--- src/rtl/rv_arch_state.sv ---
// Architectural state for a small RISC-V core: register file, pc,
// cycle/instret counters and sticky fault/halt flags.
module rv_arch_state #(
   parameter int unsigned     XLEN      = 32,
   parameter int unsigned     NREGS     = 32,
   parameter logic [XLEN-1:0] RESET_PC  = XLEN'(32'h0001_0000),
   parameter logic [XLEN-1:0] STACKADDR = XLEN'(32'h0001_0000),
   parameter bit              BYPASS    = 1'b0
) (
   input  logic            clk,
   input  logic            reset,
   input  logic            retire,
   input  logic [XLEN-1:0] pc_next,
   output logic [XLEN-1:0] pc,
   input  logic [4:0]      rs1_addr,
   input  logic [4:0]      rs2_addr,
   output logic [XLEN-1:0] rs1_rdata,
   output logic [XLEN-1:0] rs2_rdata,
   input  logic            rd_valid,
   input  logic [4:0]      rd_addr,
   input  logic [XLEN-1:0] rd_wdata,
   output logic [63:0]     cycle,
   output logic [63:0]     instret,
   output logic            halted,
   output logic            fault_misalign,
   output logic            fault_reg
);

   // Only RV32E (16) and RV32I (32) register counts are meaningful.
   if (NREGS != 16 && NREGS != 32) begin : g_bad_nregs
      $error("rv_arch_state: NREGS must be 16 or 32");
   end

   localparam int unsigned LP_IW    = $clog2(NREGS);
   localparam logic [5:0]  LP_NREGS = 6'(NREGS);

   logic [XLEN-1:0]  r_regs [NREGS];
   logic [XLEN-1:0]  r_pc;
   logic [63:0]      r_cycle;
   logic [63:0]      r_instret;
   logic             r_halted;
   logic             r_fault_misalign;
   logic             r_fault_reg;

   logic             w_rs1_oob;
   logic             w_rs2_oob;
   logic             w_rd_oob;
   logic [LP_IW-1:0] w_rs1_idx;
   logic [LP_IW-1:0] w_rs2_idx;
   logic [LP_IW-1:0] w_rd_idx;
   logic [XLEN-1:0]  w_rs1_old;
   logic [XLEN-1:0]  w_rs2_old;
   logic             w_wr_en;
   logic             w_retire_ok;
   logic             w_misalign;
   logic             w_reg_fault;

   assign w_rs1_oob = ({1'b0, rs1_addr} >= LP_NREGS);
   assign w_rs2_oob = ({1'b0, rs2_addr} >= LP_NREGS);
   assign w_rd_oob  = ({1'b0, rd_addr}  >= LP_NREGS);
   assign w_rs1_idx = rs1_addr[LP_IW-1:0];
   assign w_rs2_idx = rs2_addr[LP_IW-1:0];
   assign w_rd_idx  = rd_addr[LP_IW-1:0];

   // x0 and out-of-range addresses read as zero
   assign w_rs1_old = (rs1_addr == 5'd0 || w_rs1_oob) ? '0 : r_regs[w_rs1_idx];
   assign w_rs2_old = (rs2_addr == 5'd0 || w_rs2_oob) ? '0 : r_regs[w_rs2_idx];

   // A write commits only when nothing blocks it; retire does not matter.
   assign w_wr_en     = rd_valid && !r_halted && !reset && (rd_addr != 5'd0) && !w_rd_oob;
   assign w_retire_ok = retire && !r_halted && (pc_next[1:0] == 2'b00);
   assign w_misalign  = retire && !r_halted && (pc_next[1:0] != 2'b00);
   assign w_reg_fault = w_rs1_oob || w_rs2_oob || (rd_valid && w_rd_oob);

   // Read ports, optionally forwarding the write being committed this cycle
   always_comb begin
      rs1_rdata = w_rs1_old;
      rs2_rdata = w_rs2_old;
      if (BYPASS && w_wr_en && (rd_addr == rs1_addr)) rs1_rdata = rd_wdata;
      if (BYPASS && w_wr_en && (rd_addr == rs2_addr)) rs2_rdata = rd_wdata;
   end

   // Register file: reset loads the stack pointer, otherwise one write port
   always_ff @(posedge clk) begin
      if (reset) begin
         for (int unsigned i = 0; i < NREGS; i++) begin
            r_regs[i] <= (i == 2) ? STACKADDR : '0;
         end
      end else if (w_wr_en) begin
         r_regs[w_rd_idx] <= rd_wdata;
      end
   end

   // Program counter and retired-instruction counter
   always_ff @(posedge clk) begin
      if (reset) begin
         r_pc      <= RESET_PC;
         r_instret <= '0;
      end else if (w_retire_ok) begin
         r_pc      <= pc_next;
         r_instret <= r_instret + 64'd1;
      end
   end

   // Free-running cycle counter, keeps counting while halted
   always_ff @(posedge clk) begin
      if (reset) r_cycle <= '0;
      else       r_cycle <= r_cycle + 64'd1;
   end

   // Sticky fault flags; any fault also halts
   always_ff @(posedge clk) begin
      if (reset) begin
         r_halted         <= 1'b0;
         r_fault_misalign <= 1'b0;
         r_fault_reg      <= 1'b0;
      end else begin
         if (w_misalign)                r_fault_misalign <= 1'b1;
         if (w_reg_fault)               r_fault_reg      <= 1'b1;
         if (w_misalign || w_reg_fault) r_halted         <= 1'b1;
      end
   end

   assign pc             = r_pc;
   assign cycle          = r_cycle;
   assign instret        = r_instret;
   assign halted         = r_halted;
   assign fault_misalign = r_fault_misalign;
   assign fault_reg      = r_fault_reg;

endmodule

--- config.mk ---
export PLATFORM = sky130hd
export DESIGN_NAME = rv_arch_state
export DESIGN_NICKNAME = d
export VERILOG_FILES = /design/src/rtl/rv_arch_state.sv
export SDC_FILE = /design/constraint.sdc
export NUM_CORES = 2
export LEC_CHECK = 0
export BUFFER_PORTS_ARGS = -buffer_cell sky130_fd_sc_hd__buf_2
export CAP_MARGIN = 5
export CORE_MARGIN = 1
export CORE_UTILIZATION = 30
export DETAILED_ROUTE_END_ITERATION = 6
export SYNTH_ARGS = -nofsm -noshare
export SYNTH_HDL_FRONTEND = slang
export SYNTH_SLANG_ARGS = --single-unit
--- constraint.sdc ---
create_clock -name clk -period 3.7 [get_ports clk]
set_input_delay 0.555 -clock clk [delete_from_list [all_inputs] [get_ports clk]]
set_output_delay 0.555 -clock clk [all_outputs]
set_load 0.01 [all_outputs]
==> results by group <==
Run status
  – Status: finished, violations left
  – Violated checks: design-rule violations

Worst hold path
  – Hold/Removal Path Class: in -> reg

Worst setup path
  – Worst-path fanout max: 53
  – Crit Path Class: in -> out
  – Critical path required time: 3.14 ns
  – CP startpoint kind: input port
  – Crit path cell chain: buf_8 > buf_12 > mux4_2 > mux2i_1 > o2111a_1 > a221oi_1 > buf_4 > buf_2
  – Slowest-stage cell, CP: a221oi_1
  – CP Capture Type: output port
  – CP arrival: roughly 3.0 ns
  – CP Buf/Inv Count: 4
  – Max incr delay on CP: between 0.6 and 0.7 ns
  – Family with the most delay on the worst path: buffers and inverters

Logic synthesis
  – Distinct cells, synth: 52
  – Post-synthesis sequential area ratio: roughly 55%
  – Seq cells post-synth: between 1,000 and 1,500
  – Mapped Avg Cell Area: between 10 and 15 um^2
  – Prevailing post-synth register cell: edfxtp_1
  – Top cells by area, synth: edfxtp_1 (50%), mux4_2 (17%), and2_1 (10%)
  – Mapped Cells: 4,465
  – Asr flop ratio synth: 0%
  – Synth Warn #: 0
  – Synth area leader: edfxtp_1
  – Post-synth EDFFs: 993
  – Synth top area share: 49.51%
  – Synth Cell Area: 60,230 um^2
  – Count leader, synth: and2_1
  – Synth cell count leaders: and2_1 (1,004), edfxtp_1 (993), mux4_2 (450)

GRT
  – First-pass GRT wire length: 307.0 mm
  – Initial antenna violation count: 45
  – Largest net degree at the start of global routing: between 90 and 100
  – Gr usage total: 21.12%
  – Grt total ovfl: 0
  – Vias in the first global route: roughly 41,000

Die
  – CORE AREA: 199,700 um^2
  – # IOs: 310
  – Die area: 202,600 um^2
  – # rows: 164
  – Initial Util: 30.17%
  – Die W: ~450 um
  – Die Height: about 450 um

Clock tree
  – Resize count post-CTS: 0
  – H-Tree Depth: 4
  – CTS sink count: ~1,200
  – Hold buffer count at CTS: 24
  – Postcts setup bufs: 0
  – Clk slew on worst S/H paths: approximately 0.060 ns
  – Clk Latency, worst-skew pair: 0.77 ns
  – CTS tree: yes
  – CTS buffer count: 131
  – Clk buf depth: 3
  – Root Driver: clkbuf_16

Pwr
  – Cell-internal power: 23.49 mW
  – Leak Pwr: 25.15 nW
  – Reg power frac: between 40 and 50%
  – Peak VDD IR: ~350 uV
  – Switching portion of total power: 24.92%
  – Power per cell area: approximately 440 nW/um^2
  – Logic pwr share: a little over a tenth
  – Net Switching: 7.799 mW
  – Clock power share: around two fifths

Timing
  – Final Skew: 0.02487 ns
  – F_max: around 0.28 GHz
  – Worst-Margin Slew: between 0.9 and 1 ns
  – Final hold slack: roughly 0.055 ns
  – TNS Setup: 0 ns
  – Final Critical Period: around 3.5 ns
  – Setup Viol. Count Final: 0
  – Slew HR: 33.43%
  – Final Hold Viols: 0
  – Max Transition Viols Final: 0
  – Final period utilization: between 90 and 100%
  – Unrepaired setup endpoints after global routing: no

Routing
  – DRT antenna net count: 0
  – Routed via count: approximately 42,000
  – Drt drc: 1
  – Detailed Route WL: 218.5 mm
  – First-pass DRT Iterations: 7
  – Drt wl/cell: approximately 29 um
  – 1st-iter DRT viols: ~5,200
  – Via/cell ratio: roughly 5.5

Cells and area
  – Final core occ: 35.48%
  – Area growth, synth to finish: 17.61%
  – Nets: 4,825
  – Fillers: 19,120
  – Share of layout cells above drive strength 1: 27.37%
  – Final instance area: 70,830 um^2

Place
  – DP Area: about 66,000 um^2
  – PortBufs: a little over 300
  – GPL Wtd Cong: about 0.87
  – Hpwl dp: ~130 mm

Run
  – Max cap viols: 0
registers in the layout, summed over array words and instances, names as in the netlist:
name and flops:
cycle 64, fault_misalign 1, instret 64, pc 32, r_regs 993
tightest hold or removal path, cell delays in order:
cell	delay, ns
buf_2	0.12
nand2_1	0.05
a21oi_1	0.05
cells by family after synthesis:
| kind of cell | share of synthesized area, % |
|---|---|
| flip-flops | 54.86 |
| other | 0.006226 |
| buffers and inverters | 2.856 |
| AO/OA/AOI/OAI | 4.685 |
| AND/OR/NAND/NOR | 16.53 |
| multiplexers | 20.17 |
| XOR/XNOR | 0.8580 |
| adder cells (fa/ha/maj) | 0.04154 |
placed cells by master (no fill, tap or decap), types with 20 or more instances in the layout:
cell,Yosys,routed
diode_2,0,23
o211ai_1,20,20
edfxtp_1,993,993
o31ai_1,44,44
clkinv_1,0,20
clkbuf_16,0,134
buf_12,0,53
nand2_1,293,293
xnor2_1,21,21
o2111ai_1,20,20
nand4_1,44,44
o21ai_0,38,38
and3_1,29,29
a22oi_1,20,20
xor2_1,38,38
a221o_1,20,20
nor2_4,0,33
a221oi_1,44,44
nand3_1,59,59
mux2_2,63,63
dfxtp_1,161,161
and2_1,1004,1002
mux4_2,450,450
buf_4,2,190
or2_2,36,36
o2111a_1,42,42
a21oi_1,141,141
clkbuf_1,354,34
mux2i_1,130,130
dlygate4sd3_1,0,24
buf_2,4,301
or4_1,45,45
nor2_1,150,117
worst paths after layout:
check | from | end | slack (ns) | cells past startpoint
worst max-delay path | rs2_addr[1] | rs2_rdata[22] | 0.18 | 8
worst min-delay path | pc_next[27] | pc[27] | 0.06 | 3
worst min register to register | pc[6] | pc[6] | 0.45 | 2
worst max register to register | fault_misalign | instret[51] | 0.79 | 6
metal layers:
| metal | routed length [um] | vias to the layer above | global-route usage (%) |
|---|---|---|---|
| met5 | 105 | - | 0 |
| met4 | 11260 | 10 | 10.83 |
| met3 | 22590 | 510 | 5.108 |
| met2 | 103900 | 2394 | 34.34 |
| met1 | 80590 | 21310 | 26.02 |
| li1 | - | 17420 | - |
power by group through the flow:
stage | clock network (mW) | registers [mW] | logic, mW
floorplan | 0 | 15.0 | 1.90
global placement | 0 | 15.0 | 3.32
detailed placement | 0 | 15.1 | 3.34
CTS | 13.3 | 14.8 | 3.37
global route | 13.7 | 14.9 | 3.51
finish | 13.1 | 14.8 | 3.37
metrics by stage:
stage	total power, mW	instances	setup WS, ns
global placement	18.36	7239	0.1287
CTS	31.44	7489	0.1363
detailed placement	18.41	7239	0.1369
floorplan	16.88	4466	0.4321
global route	32.10	7506	0.07418
finish	31.29	7512	0.1831
layout make-up:
cell class                      count  area, um^2  share of cell area, %
Clock inverter                     54       701.9                 0.9909
Timing Repair Buffer              575        4333                  6.117
Inverter                           19       71.32                 0.1007
Antenna cell                       23       57.56                0.08125
Tap cell                         2656        3323                  4.692
Sequential cell                  1154       33040                  46.65
Multi-Input combinational cell   2859       25780                  36.39
Clock buffer                      172        3530                  4.983
(Power assumes the default switching activity.)
